$ cat src/rtl/lsu_split_if.sv
// Core-request and data-memory signals of the load/store unit.
// slave: the unit itself; master: the environment (execute stage + memory).
interface lsu_split_if #(
    parameter int unsigned ADDR_WIDTH = 32
);
    logic                  req_valid_i;
    logic                  req_ready_o;
    logic                  we_i;
    logic [1:0]            type_i;
    logic                  sign_extend_i;
    logic [ADDR_WIDTH-1:0] addr_i;
    logic [31:0]           wdata_i;
    logic                  resp_valid_o;
    logic [31:0]           rdata_o;
    logic                  err_o;
    logic                  dmem_valid_o;
    logic                  dmem_ready_i;
    logic [ADDR_WIDTH-1:0] dmem_addr_o;
    logic [31:0]           dmem_wdata_o;
    logic [3:0]            dmem_we_o;
    logic [31:0]           dmem_rdata_i;

    modport slave (
        input  req_valid_i, we_i, type_i, sign_extend_i, addr_i, wdata_i,
        input  dmem_ready_i, dmem_rdata_i,
        output req_ready_o, resp_valid_o, rdata_o, err_o,
        output dmem_valid_o, dmem_addr_o, dmem_wdata_o, dmem_we_o
    );

    modport master (
        output req_valid_i, we_i, type_i, sign_extend_i, addr_i, wdata_i,
        output dmem_ready_i, dmem_rdata_i,
        input  req_ready_o, resp_valid_o, rdata_o, err_o,
        input  dmem_valid_o, dmem_addr_o, dmem_wdata_o, dmem_we_o
    );
endinterface

$ cat src/rtl/lsu_split.sv
// Registered load/store unit: splits word-boundary-crossing accesses into two
// aligned beats, merges/extends load data, reports illegal, misaligned and timed-out accesses.
module lsu_split #(
    parameter int unsigned ADDR_WIDTH    = 32,
    parameter bit          MISALIGNED_EN = 1'b1,
    parameter int unsigned TIMEOUT       = 0
) (
    input logic        clk,
    input logic        rst,
    lsu_split_if.slave bus
);

    localparam logic [1:0] DATA_WORD      = 2'b00;
    localparam logic [1:0] DATA_HALF_WORD = 2'b01;
    localparam logic [1:0] DATA_BYTE      = 2'b10;
    localparam logic [1:0] DATA_ILLEGAL   = 2'b11;

    typedef enum logic [1:0] {
        S_IDLE,
        S_BEAT0,
        S_BEAT1,
        S_RESP
    } state_e;

    state_e state_q, state_d;

    logic                  we_q;
    logic [1:0]            type_q;
    logic                  sext_q;
    logic [ADDR_WIDTH-1:0] addr_q;
    logic [31:0]           wdata_q;
    logic                  split_q;
    logic                  err_q;
    logic [31:0]           beat0_q;
    logic [31:0]           beat1_q;
    logic [31:0]           tmo_cnt_q;

    function automatic logic [2:0] size_of(input logic [1:0] t);
        case (t)
            DATA_BYTE:      size_of = 3'd1;
            DATA_HALF_WORD: size_of = 3'd2;
            default:        size_of = 3'd4;
        endcase
    endfunction

    function automatic logic [7:0] mask_of(input logic [1:0] t);
        case (t)
            DATA_BYTE:      mask_of = 8'h01;
            DATA_HALF_WORD: mask_of = 8'h03;
            default:        mask_of = 8'h0F;
        endcase
    endfunction

    // Request-side decode, evaluated on the incoming request before it is latched.
    logic [2:0] req_size;
    logic       req_split;
    logic       req_illegal;

    assign req_size    = size_of(bus.type_i);
    assign req_split   = ({1'b0, bus.addr_i[1:0]} + req_size) > 3'd4;
    assign req_illegal = (bus.type_i == DATA_ILLEGAL) || (req_split && !MISALIGNED_EN);

    logic [1:0]            off;
    logic [7:0]            mask8;
    logic [63:0]           data64;
    logic [ADDR_WIDTH-1:0] base_addr;
    logic [ADDR_WIDTH-1:0] next_addr;
    logic [31:0]           load_raw;
    logic [31:0]           load_val;

    assign off       = addr_q[1:0];
    assign mask8     = mask_of(type_q) << off;
    assign data64    = {32'b0, wdata_q} << {off, 3'b000};
    assign base_addr = {addr_q[ADDR_WIDTH-1:2], 2'b00};
    assign next_addr = base_addr + ADDR_WIDTH'(4);
    assign load_raw  = 32'({beat1_q, beat0_q} >> {off, 3'b000});

    always_comb begin
        load_val = load_raw;
        case (type_q)
            DATA_BYTE:
                load_val = sext_q ? {{24{load_raw[7]}}, load_raw[7:0]}
                                  : {24'b0, load_raw[7:0]};
            DATA_HALF_WORD:
                load_val = sext_q ? {{16{load_raw[15]}}, load_raw[15:0]}
                                  : {16'b0, load_raw[15:0]};
            default: load_val = load_raw;
        endcase
    end

    logic in_beat;
    logic timeout_hit;

    assign in_beat     = (state_q == S_BEAT0) || (state_q == S_BEAT1);
    assign timeout_hit = (TIMEOUT != 0) && (tmo_cnt_q == 32'(TIMEOUT - 1));

    assign bus.req_ready_o = (state_q == S_IDLE) && !rst;

    always_ff @(posedge clk) begin
        if (rst) state_q <= S_IDLE;
        else     state_q <= state_d;
    end

    // Ready takes priority over the timeout when both occur in the same beat cycle.
    always_comb begin
        state_d          = state_q;
        bus.dmem_valid_o = 1'b0;
        bus.dmem_addr_o  = '0;
        bus.dmem_we_o    = '0;
        bus.dmem_wdata_o = '0;
        bus.resp_valid_o = 1'b0;
        bus.err_o        = 1'b0;
        bus.rdata_o      = '0;
        case (state_q)
            S_IDLE: begin
                if (bus.req_valid_i) state_d = req_illegal ? S_RESP : S_BEAT0;
            end
            S_BEAT0: begin
                bus.dmem_valid_o = 1'b1;
                bus.dmem_addr_o  = base_addr;
                if (we_q) begin
                    bus.dmem_we_o    = mask8[3:0];
                    bus.dmem_wdata_o = data64[31:0];
                end
                if (bus.dmem_ready_i) state_d = split_q ? S_BEAT1 : S_RESP;
                else if (timeout_hit) state_d = S_RESP;
            end
            S_BEAT1: begin
                bus.dmem_valid_o = 1'b1;
                bus.dmem_addr_o  = next_addr;
                if (we_q) begin
                    bus.dmem_we_o    = mask8[7:4];
                    bus.dmem_wdata_o = data64[63:32];
                end
                if (bus.dmem_ready_i || timeout_hit) state_d = S_RESP;
            end
            S_RESP: begin
                bus.resp_valid_o = 1'b1;
                bus.err_o        = err_q;
                bus.rdata_o      = (!err_q && !we_q) ? load_val : '0;
                state_d          = S_IDLE;
            end
            default: state_d = S_IDLE;
        endcase
    end

    always_ff @(posedge clk) begin
        if (rst) begin
            we_q      <= 1'b0;
            type_q    <= '0;
            sext_q    <= 1'b0;
            addr_q    <= '0;
            wdata_q   <= '0;
            split_q   <= 1'b0;
            err_q     <= 1'b0;
            beat0_q   <= '0;
            beat1_q   <= '0;
            tmo_cnt_q <= '0;
        end else if (state_q == S_IDLE && bus.req_valid_i) begin
            we_q      <= bus.we_i;
            type_q    <= bus.type_i;
            sext_q    <= bus.sign_extend_i;
            addr_q    <= bus.addr_i;
            wdata_q   <= bus.wdata_i;
            split_q   <= req_split;
            err_q     <= req_illegal;
            beat0_q   <= '0;
            beat1_q   <= '0;
            tmo_cnt_q <= '0;
        end else if (in_beat) begin
            if (bus.dmem_ready_i) begin
                if (state_q == S_BEAT0) beat0_q <= bus.dmem_rdata_i;
                else                    beat1_q <= bus.dmem_rdata_i;
                tmo_cnt_q <= '0;
            end else begin
                tmo_cnt_q <= tmo_cnt_q + 32'd1;
                if (timeout_hit) err_q <= 1'b1;
            end
        end
    end

endmodule

$ cat src/flat_wrapper.sv
// flat-port wrapper written by rule: the top's interface ports become plain ports
module lsu_split_flat 
#(
    parameter int unsigned ADDR_WIDTH    = 32,
    parameter bit          MISALIGNED_EN = 1'b1,
    parameter int unsigned TIMEOUT       = 0
)
  (clk, rst, bus_req_valid_i, bus_we_i, bus_type_i, bus_sign_extend_i, bus_addr_i, bus_wdata_i, bus_dmem_ready_i, bus_dmem_rdata_i, bus_req_ready_o, bus_resp_valid_o, bus_rdata_o, bus_err_o, bus_dmem_valid_o, bus_dmem_addr_o, bus_dmem_wdata_o, bus_dmem_we_o);
  lsu_split_if #(.ADDR_WIDTH(ADDR_WIDTH)) bus_i ();
  input logic clk;
  input logic rst;
  input wire logic [$bits(bus_i.req_valid_i)-1:0] bus_req_valid_i;
  input wire logic [$bits(bus_i.we_i)-1:0] bus_we_i;
  input wire logic [$bits(bus_i.type_i)-1:0] bus_type_i;
  input wire logic [$bits(bus_i.sign_extend_i)-1:0] bus_sign_extend_i;
  input wire logic [$bits(bus_i.addr_i)-1:0] bus_addr_i;
  input wire logic [$bits(bus_i.wdata_i)-1:0] bus_wdata_i;
  input wire logic [$bits(bus_i.dmem_ready_i)-1:0] bus_dmem_ready_i;
  input wire logic [$bits(bus_i.dmem_rdata_i)-1:0] bus_dmem_rdata_i;
  output wire logic [$bits(bus_i.req_ready_o)-1:0] bus_req_ready_o;
  output wire logic [$bits(bus_i.resp_valid_o)-1:0] bus_resp_valid_o;
  output wire logic [$bits(bus_i.rdata_o)-1:0] bus_rdata_o;
  output wire logic [$bits(bus_i.err_o)-1:0] bus_err_o;
  output wire logic [$bits(bus_i.dmem_valid_o)-1:0] bus_dmem_valid_o;
  output wire logic [$bits(bus_i.dmem_addr_o)-1:0] bus_dmem_addr_o;
  output wire logic [$bits(bus_i.dmem_wdata_o)-1:0] bus_dmem_wdata_o;
  output wire logic [$bits(bus_i.dmem_we_o)-1:0] bus_dmem_we_o;
  assign bus_i.req_valid_i = bus_req_valid_i;
  assign bus_i.we_i = bus_we_i;
  assign bus_i.type_i = bus_type_i;
  assign bus_i.sign_extend_i = bus_sign_extend_i;
  assign bus_i.addr_i = bus_addr_i;
  assign bus_i.wdata_i = bus_wdata_i;
  assign bus_i.dmem_ready_i = bus_dmem_ready_i;
  assign bus_i.dmem_rdata_i = bus_dmem_rdata_i;
  assign bus_req_ready_o = bus_i.req_ready_o;
  assign bus_resp_valid_o = bus_i.resp_valid_o;
  assign bus_rdata_o = bus_i.rdata_o;
  assign bus_err_o = bus_i.err_o;
  assign bus_dmem_valid_o = bus_i.dmem_valid_o;
  assign bus_dmem_addr_o = bus_i.dmem_addr_o;
  assign bus_dmem_wdata_o = bus_i.dmem_wdata_o;
  assign bus_dmem_we_o = bus_i.dmem_we_o;
  lsu_split #(.ADDR_WIDTH(ADDR_WIDTH), .MISALIGNED_EN(MISALIGNED_EN), .TIMEOUT(TIMEOUT)) u_core (.clk(clk), .rst(rst), .bus(bus_i));
endmodule
$ cat config.mk
export PLATFORM = sky130hd
export DESIGN_NAME = lsu_split_flat
export DESIGN_NICKNAME = d
export VERILOG_FILES = /design/src/rtl/lsu_split_if.sv /design/src/rtl/lsu_split.sv /design/src/flat_wrapper.sv
export SDC_FILE = /design/constraint.sdc
export NUM_CORES = 1
export LEC_CHECK = 0
export CAP_MARGIN = 0
export CORE_MARGIN = 10
export CORE_UTILIZATION = 53
export CTS_CLUSTER_SIZE = 28
export DETAILED_ROUTE_END_ITERATION = 10
export PLACE_DENSITY_LB_ADDON = 0.25
export SETUP_SLACK_MARGIN = 0.2
export SLEW_MARGIN = 20
export SYNTH_ARGS = -nofsm -noshare
export SYNTH_HDL_FRONTEND = slang
export SYNTH_SLANG_ARGS = --single-unit
$ cat constraint.sdc
create_clock -name clk -period 6.49 [get_ports clk]
set_clock_uncertainty 0.15 [all_clocks]
set_input_delay 1.298 -clock clk [delete_from_list [all_inputs] [get_ports clk]]
set_output_delay 1.298 -clock clk [all_outputs]
set_load 0.005 [all_outputs]
==> impl_metrics.py, run 1 <==
metrics = {
    "grt": {
        "grt_overflow": 0,
        "grt_pass1_vias": 7331,
        "track_usage": 0.246,
        "antenna_found_initial": 1,
        "grt_pass1_wl_um": 39500,
        "grt_max_degree": 61,
    },
    "sta": {
        "worst_pin_slew_ns": 0.959,
        "setup_viol": 0,
        "finalSetupTns_ns": 0,
        "hold_viol_final": 0,
        "fin_crit_ns": 5.27,
        "fmaxAchievable_ghz": 0.190,
        "timing.hold.ws_ns": 0.304,
        "slew_viol_final": 0,
        "period_share": 0.812,
        "slew_headroom": 0.359,
        "grt_setup_unrepaired": "no",
    },
    "min_path": {
        "min-delay-start": "u_core.beat1_q[17]",
        "worstHoldPathType": "reg2reg",
    },
    "clock_network": {
        "cts_tree": "done",
        "post-cts-setup-buffers": 0,
        "clk_latency_ns": 0.42,
        "postCtsHoldBufs": 0,
        "ctsResizeCount": 0,
        "clk_path_buf_depth": 2,
        "cts_htree_levels": 4,
        "clk_pin_slew_ns": 0.06,
        "ctsRootBufferMaster": "clkbuf_16",
        "cts_buffers": 17,
        "clock_sinks": 128,
    },
    "critical_path": {
        "r2r_slack_ns": 3.63,
        "rr_endpoint": "u_core.beat0_q[14]",
        "r2r_start": "u_core.state_q[1]",
        "critPathArrivalTime_ns": 3.82,
        "worst_setup_path_start_kind": "flop",
        "cp-end-kind": "output pin",
        "critical_path_class": "reg2out",
        "required_ns": 5.04,
        "reg2reg_depth": 7,
        "cp_max_fo": 27,
        "crit_end": "bus_dmem_addr_o[22]",
        "crit_start": "u_core.state_q[0]",
    },
    "synth": {
        "seq_area_frac_synth": 0.337,
        "synth-edff-count": 0,
        "synthFlopType": "dfxtp_1",
        "ys_types": 58,
        "yosys_warnings": 0,
        "netlist_area_um2": 7610,
        "syn_inst": 909,
        "syn_avg_cell_area_um2": 8.38,
        "yosys_register_bits": 128,
        "async_flop_share": 0,
    },
    "detailed_routing": {
        "drc": 0,
        "wirelength_um": 25500,
        "num_vias": 7816,
        "via_per_inst": 6.25,
        "ant_nets": 0,
        "first_iter_violations": 725,
        "first_pass_iters": 6,
        "wire_per_inst_um": 20.4,
    },
    "floorplanning": {
        "row_count": 43,
        "ios": 208,
        "die_w_um": 140,
        "initial_core_util": 0.544,
        "core-area_um2": 14000,
        "die_h_um": 140,
        "design.die.area_um2": 19600,
    },
    "cells_and_area": {
        "antenna_cells_inserted": 0,
        "final_cells": 1251,
        "syn_to_final_growth_pct": 34.4,
        "drive_above_1_share": 0.111,
        "nets": 1177,
    },
    "placement": {
        "port-buffer-count": 205,
        "place_congestion": 0.899,
        "hpwlAfterDp_um": 17400,
        "dp.cells": 1220,
    },
    "pwr": {
        "vdd_drop_max_mv": 0.230,
        "power.leakage_uw": 0.00357,
        "p_per_area_nw_per_um2": 287,
    },
    "job": {
        "cap_violations": 0,
    },
    "run_status": {
        "outcome": "completed",
    },
}
## Yosys cell counts (all sizes together) (14+ instances only)
master	instances	area, µm²
a22oi	21	158
clkbuf	63	240
nand3	15	80.1
inv	36	135
mux2	30	338
a22o	71	622
dfxtp	128	2560
a21oi	99	495
o21ai	36	180
nand2	157	589
buf	21	104
and2	18	113
nor2	43	161
and3	17	106
a31oi	14	87.6
mux4	32	721
## per-layer routing
layer | track usage | routed length (µm) | up-vias
met3 | 0.0725 | 2630 | 46
met2 | 0.389 | 12000 | 434
met1 | 0.306 | 10300 | 3726
li1 | - | - | 3610
met4 | 0.0978 | 631 | 0
met5 | 0 | 0 | -
## worst max-delay path, cell delays in order, from the launching register on
cell and delay (ns):
dfxtp_1 0.39, inv_1 0.10, ha_1 0.68, nand2_1 0.67
nor3_1 0.71, a21oi_1 0.15, a31oi_1 0.17, clkdlybuf4s50_1 0.53
## sequential cells by signal, indices dropped and copies added (netlist names)
name	flops
u_core.beat0_q	32
u_core.type_q	2
u_core.state_q	2
u_core.we_q	1
u_core.addr_q	32
u_core.sext_q	1
u_core.split_q	1
u_core.err_q	1
u_core.beat1_q	24
u_core.wdata_q	32
## logic make-up (layout without fill, tap and decap cells)
family / after synthesis / in the layout / share of synthesized area
AND/OR/NAND/NOR: 292 / 292 / 0.176
AO/OA/AOI/OAI: 281 / 281 / 0.247
flip-flops: 128 / 128 / 0.337
buffers and inverters: 120 / 281 / 0.0629
multiplexers: 71 / 71 / 0.151
adder cells (fa/ha/maj): 14 / 14 / 0.0240
XOR/XNOR: 2 / 2 / 0.00230
other: 1 / 2 / 0.000493
## layout by cell type (no fill, tap or decap), drive strengths merged, types with 19 or more instances in the layout
master,synthesis,layout
o21ai,36,36
nor2,43,43
clkdlybuf4s50,0,205
mux2,30,30
inv,36,38
dfxtp,128,128
mux4,32,32
a22o,71,71
a21oi,99,99
nand2,157,157
clkbuf,63,19
a22oi,21,21
## cell type report
type / count / area (µm²)
Sequential cell: 128 / 2570
Multi-Input combinational cell: 662 / 4600
Clock buffer: 19 / 454
Timing Repair Buffer: 214 / 2120
Clock inverter: 12 / 133
Fill cell: 1073 / 3760
Inverter: 36 / 135
Tap cell: 180 / 225
## stage by stage
stage                      util  power (µW)  instance area, µm²  setup WS [ns]
after floorplan               -        1640                7620           3.14
after global placement    0.689        1940                9640           1.77
after detailed placement  0.689        1960                9640           1.69
after CTS                 0.731        2920               10200           1.23
after global routing      0.731        3070               10200          0.938
final                     0.731        2940               10200           1.22
## worst min path at each step
stage / endpoint / slack [ns] / depth (start not counted)
after floorplan: u_core.beat1_q[16] / 0.28 / 2
after global placement: u_core.beat1_q[19] / 0.29 / 2
after detailed placement: u_core.beat0_q[5] / 0.30 / 2
after CTS: u_core.beat0_q[5] / 0.31 / 2
after global routing: u_core.beat1_q[22] / 0.32 / 2
final: u_core.beat1_q[17] / 0.30 / 2
## power by group
group          switching [µW]  internal (µW)
registers                 166            899
logic                     511            398
clock network             375            587
Note: power is estimated with default switching activity, not from simulation.
==> inputs of run 2 (changes only) <==
--- a/config.mk
+++ b/config.mk
@@ -7,7 +7,7 @@
 export LEC_CHECK = 0
 export CAP_MARGIN = 0
 export CORE_MARGIN = 10
-export CORE_UTILIZATION = 53
+export CORE_UTILIZATION = 49
 export CTS_CLUSTER_SIZE = 28
 export DETAILED_ROUTE_END_ITERATION = 10
 export PLACE_DENSITY_LB_ADDON = 0.25
==> constraint.sdc (replaced) <==
create_clock -name clk -period 4.9 [get_ports clk]
set_clock_uncertainty 0.15 [all_clocks]
set_input_delay 0.98 -clock clk [delete_from_list [all_inputs] [get_ports clk]]
set_output_delay 0.98 -clock clk [all_outputs]
set_load 0.005 [all_outputs]
==> impl_metrics.py, run 2 (same netlist as run 1, synthesis figures left out) <==
metrics = {
    "min_path": {
        "worstHoldPathType": "reg2reg",
    },
    "critical_path": {
        "cp_max_fo": 17,
        "r2r_slack_ns": 2.21,
        "required_ns": 3.77,
        "worst_setup_path_start_kind": "flop",
        "critPathArrivalTime_ns": 3.13,
        "cp-end-kind": "output pin",
        "critical_path_class": "reg2out",
    },
    "sta": {
        "finalSetupTns_ns": 0,
        "period_share": 0.869,
        "timing.hold.ws_ns": 0.309,
        "hold_viol_final": 0,
        "slew_headroom": 0.385,
        "fmaxAchievable_ghz": 0.235,
        "grt_setup_unrepaired": "no",
        "setup_viol": 0,
        "fin_crit_ns": 4.26,
        "worst_pin_slew_ns": 0.913,
        "worst_slack_ns": 0.644,
        "slew_viol_final": 0,
    },
    "cells_and_area": {
        "layout_commonest_cell": "clkdlybuf4s50_1",
        "reg_top3": "u_core.addr_q: 32 flops, u_core.beat0_q: 32 flops, u_core.wdata_q: 32 flops",
        "drive_above_1_share": 0.118,
        "final_cell_mix": "clkdlybuf4s50_1 (205), nand2_1 (157), dfxtp_1 (126)",
        "nets": 1183,
        "final_cells": 1267,
        "syn_to_final_growth_pct": 35.7,
    },
    "clock_network": {
        "ctsResizeCount": 0,
        "cts_tree": "done",
        "postCtsHoldBufs": 0,
        "clk_path_buf_depth": 2,
        "post-cts-setup-buffers": 0,
        "ctsRootBufferMaster": "clkbuf_16",
        "cts_buffers": 17,
        "cts_htree_levels": 4,
        "clock_sinks": 128,
        "clk_pin_slew_ns": 0.06,
        "clk_latency_ns": 0.42,
    },
    "pwr": {
        "power_uw": 4000,
        "p_per_area_nw_per_um2": 387,
        "power.leakage_uw": 0.00361,
        "vdd_drop_max_mv": 0.289,
    },
    "floorplanning": {
        "row_count": 45,
        "design.die.area_um2": 20900,
        "core-area_um2": 15200,
        "ios": 208,
        "die_w_um": 145,
        "initial_core_util": 0.501,
        "die_h_um": 145,
    },
    "detailed_routing": {
        "drc": 0,
        "via_per_inst": 6.09,
        "first_pass_iters": 6,
        "num_vias": 7717,
        "ant_nets": 0,
        "wirelength_um": 25800,
        "wire_per_inst_um": 20.4,
        "first_iter_violations": 857,
    },
    "grt": {
        "grt_max_degree": 59,
        "antenna_found_initial": 0,
        "grt_pass1_vias": 7098,
        "track_usage": 0.239,
        "grt_overflow": 0,
        "grt_pass1_wl_um": 39800,
    },
    "run_status": {
        "outcome": "completed",
    },
    "placement": {
        "hpwlAfterDp_um": 18000,
        "pre_cts_slack_ns": 1.12,
        "place_congestion": 0.940,
        "port-buffer-count": 205,
        "dp.cells": 1234,
    },
    "job": {
        "cap_violations": 0,
    },
}
[run 2: cell count changes in the layout (fill, tap and decap cells not counted)]
cell	before	now
buf_4	9	15
clkinv_4	2	5
bufinv_16	2	4
clkinvlp_4	3	1
and2_0	0	1
and2_1	17	16
clkbuf_1	1	0
clkbuf_16	18	17
clkinv_2	3	2
diode_2	0	1
inv_8	0	1
nor4_2	0	1
nor4_4	1	0
[run 2: worst paths after layout]
kind,startpoint,to,depth (start not counted)
setup / recovery,u_core.state_q[0],bus_dmem_addr_o[26],8
hold / removal,u_core.beat1_q[20],u_core.beat1_q[20],2
setup reg to reg,u_core.state_q[0],u_core.beat0_q[6],8
hold reg to reg,u_core.beat1_q[20],u_core.beat1_q[20],2
[run 2: area by class of cell]
cell class / count / area (µm²)
fillers: 1236 / 4870
multi-input cells: 662 / 4590
flip-flops and latches: 128 / 2570
repair buffers: 220 / 2160
clock buffers: 17 / 425
well taps: 188 / 235
clock inverters: 15 / 210
inverters: 36 / 135
diodes: 1 / 2.50
[run 2: critical path: stages (launching register included)]
cell	delay, ns
dfxtp_1	0.40
inv_1	0.10
ha_1	0.37
buf_4	0.24
nand2_1	0.10
nor3_1	0.60
a31oi_1	0.18
a31oi_1	0.18
clkdlybuf4s50_1	0.53
[run 2: through the flow]
stage,instance area (µm²),utilization
global placement,9690,0.637
floorplan,7620,-
finish,10300,0.679
detailed placement,9690,0.637
global route,10300,0.679
CTS,10300,0.679
[run 2: where the power goes]
group          internal (µW)  switching [µW]
Sequential              1190             227
Clock                    859             508
Combinational            541             672
Total                   2590            1410
[run 2: layer usage]
layer	wire, µm	track usage	share of wire
met5	0	0	0
met4	552	0.0681	0.021
met3	3030	0.0727	0.12
met2	12100	0.374	0.47
met1	10200	0.313	0.39
==> inputs of run 3 (changes only) <==
--- a/config.mk
+++ b/config.mk
@@ -6,8 +6,10 @@
 export NUM_CORES = 1
 export LEC_CHECK = 0
 export CAP_MARGIN = 0
+export CELL_PAD_IN_SITES_DETAIL_PLACEMENT = 1
+export CELL_PAD_IN_SITES_GLOBAL_PLACEMENT = 2
 export CORE_MARGIN = 10
-export CORE_UTILIZATION = 49
+export CORE_UTILIZATION = 28
 export CTS_CLUSTER_SIZE = 28
 export DETAILED_ROUTE_END_ITERATION = 10
 export PLACE_DENSITY_LB_ADDON = 0.25
==> impl_metrics.py, run 3 (same netlist as run 1, synthesis figures left out) <==
metrics = {
    "run_status": {
        "outcome": "completed",
    },
    "pwr": {
        "internal-power_uw": 2510,
        "vdd_drop_max_mv": 0.261,
        "p_clk_frac": 0.334,
        "switching_share": 0.377,
        "power.leakage_uw": 0.00360,
        "power_frac_comb": 0.314,
        "power_uw": 4030,
        "power_switching_uw": 1520,
        "p_per_area_nw_per_um2": 383,
        "seqPwrFrac": 0.352,
    },
    "detailed_routing": {
        "first_pass_iters": 5,
        "via_per_inst": 5.34,
        "ant_nets": 0,
        "num_vias": 7595,
        "first_iter_violations": 497,
        "drc": 0,
        "wire_per_inst_um": 21.6,
        "wirelength_um": 30800,
    },
    "clock_network": {
        "clock_sinks": 128,
        "cts_buffers": 17,
        "ctsRootBufferMaster": "clkbuf_16",
        "clk_path_buf_depth": 2,
        "clk_pin_slew_ns": 0.07,
        "cts_htree_levels": 4,
        "clk_latency_ns": 0.42,
        "postCtsHoldBufs": 0,
        "cts_tree": "done",
        "ctsResizeCount": 0,
        "post-cts-setup-buffers": 0,
    },
    "sta": {
        "fin_crit_ns": 4.23,
        "hold_viol_final": 0,
        "worst_pin_slew_ns": 0.939,
        "period_share": 0.864,
        "timing.hold.ws_ns": 0.310,
        "slew_headroom": 0.368,
        "finalSetupTns_ns": 0,
        "slew_viol_final": 0,
        "grt_setup_unrepaired": "no",
        "fmaxAchievable_ghz": 0.236,
        "setup_viol": 0,
    },
    "cells_and_area": {
        "reg_top3": "u_core.addr_q: 32 flops, u_core.beat0_q: 32 flops, u_core.wdata_q: 32 flops",
        "layout_commonest_cell": "clkdlybuf4s50_1",
        "nets": 1185,
        "drive_above_1_share": 0.120,
        "final_cell_mix": "clkdlybuf4s50_1 (205), nand2_1 (157), dfxtp_1 (126)",
        "finish.utilization": 0.391,
        "syn_to_final_growth_pct": 38.1,
    },
    "critical_path": {
        "cp-end-kind": "output pin",
        "critPathArrivalTime_ns": 3.10,
        "r2r_slack_ns": 2.24,
        "required_ns": 3.77,
        "critical_path_class": "reg2out",
        "cp_max_fo": 9,
        "worst_setup_path_start_kind": "flop",
    },
    "placement": {
        "port-buffer-count": 205,
        "hpwlAfterDp_um": 21900,
        "place_congestion": 0.813,
    },
    "floorplanning": {
        "ios": 208,
        "die_h_um": 185,
        "die_w_um": 185,
        "initial_core_util": 0.283,
        "core-area_um2": 26900,
        "design.die.area_um2": 34200,
        "row_count": 60,
    },
    "job": {
        "cap_violations": 0,
    },
    "grt": {
        "grt_pass1_wl_um": 47100,
        "track_usage": 0.176,
        "antenna_found_initial": 2,
        "grt_pass1_vias": 7699,
        "grt_max_degree": 57,
        "grt_overflow": 0,
    },
    "min_path": {
        "worstHoldPathType": "reg2reg",
    },
}
-- run 3: cell types whose count changed in the layout (fill, tap and decap cells not counted), sizes merged --
cell and change:
clkinvlp +2, buf +2, inv +4, bufinv -2, clkinv -4
-- run 3: area by class of cell --
type	count	area, µm²
repair buffers	222	2190
inverters	36	135
clock buffers	17	425
diodes	1	2.50
fillers	3128	16400
multi-input cells	662	4590
well taps	341	427
flip-flops and latches	128	2570
clock inverters	15	173
-- run 3: metal layers --
layer,part of all wire,global-route usage
met1,0.47,0.233
met2,0.47,0.282
met3,0.055,0.0451
met4,0.0088,0.0400
met5,0.00042,0
-- run 3: critical path, stage by stage (launching register included) --
cell and delay (ns):
dfxtp_1 0.52, nand4_1 0.35, nor4_1 0.87, a41oi_1 0.22, a31oi_1 0.18, clkdlybuf4s50_1 0.53
-- run 3: metrics by stage --
| stage | setup slack (ns) | cell area (µm²) | cells |
|---|---|---|---|
| 6_report | 0.666 | 10500 | 1422 |
| 3_5_place_dp | 1.12 | 9910 | 1389 |
| 2_1_floorplan | 1.87 | 7620 | 910 |
| 5_1_grt | 0.436 | 10500 | 1422 |
| 4_1_cts | 0.631 | 10500 | 1421 |
| 3_3_place_gp | 1.14 | 9910 | 1389 |
-- run 3: power groups by stage --
stage / clock (µW) / sequential, µW / combinational [µW]
global placement: 0 / 1430 / 1270
global route: 1420 / 1450 / 1400
finish: 1350 / 1420 / 1270
detailed placement: 0 / 1440 / 1280
floorplan: 0 / 1310 / 858
CTS: 1380 / 1410 / 1290
-- run 3: worst paths after layout --
check	from	endpoint	depth (start not counted)
setup / recovery	u_core.addr_q[6]	bus_dmem_addr_o[21]	5
hold reg to reg	u_core.beat1_q[22]	u_core.beat1_q[22]	2
hold / removal	u_core.beat1_q[22]	u_core.beat1_q[22]	2
setup reg to reg	u_core.state_q[0]	u_core.beat0_q[6]	8
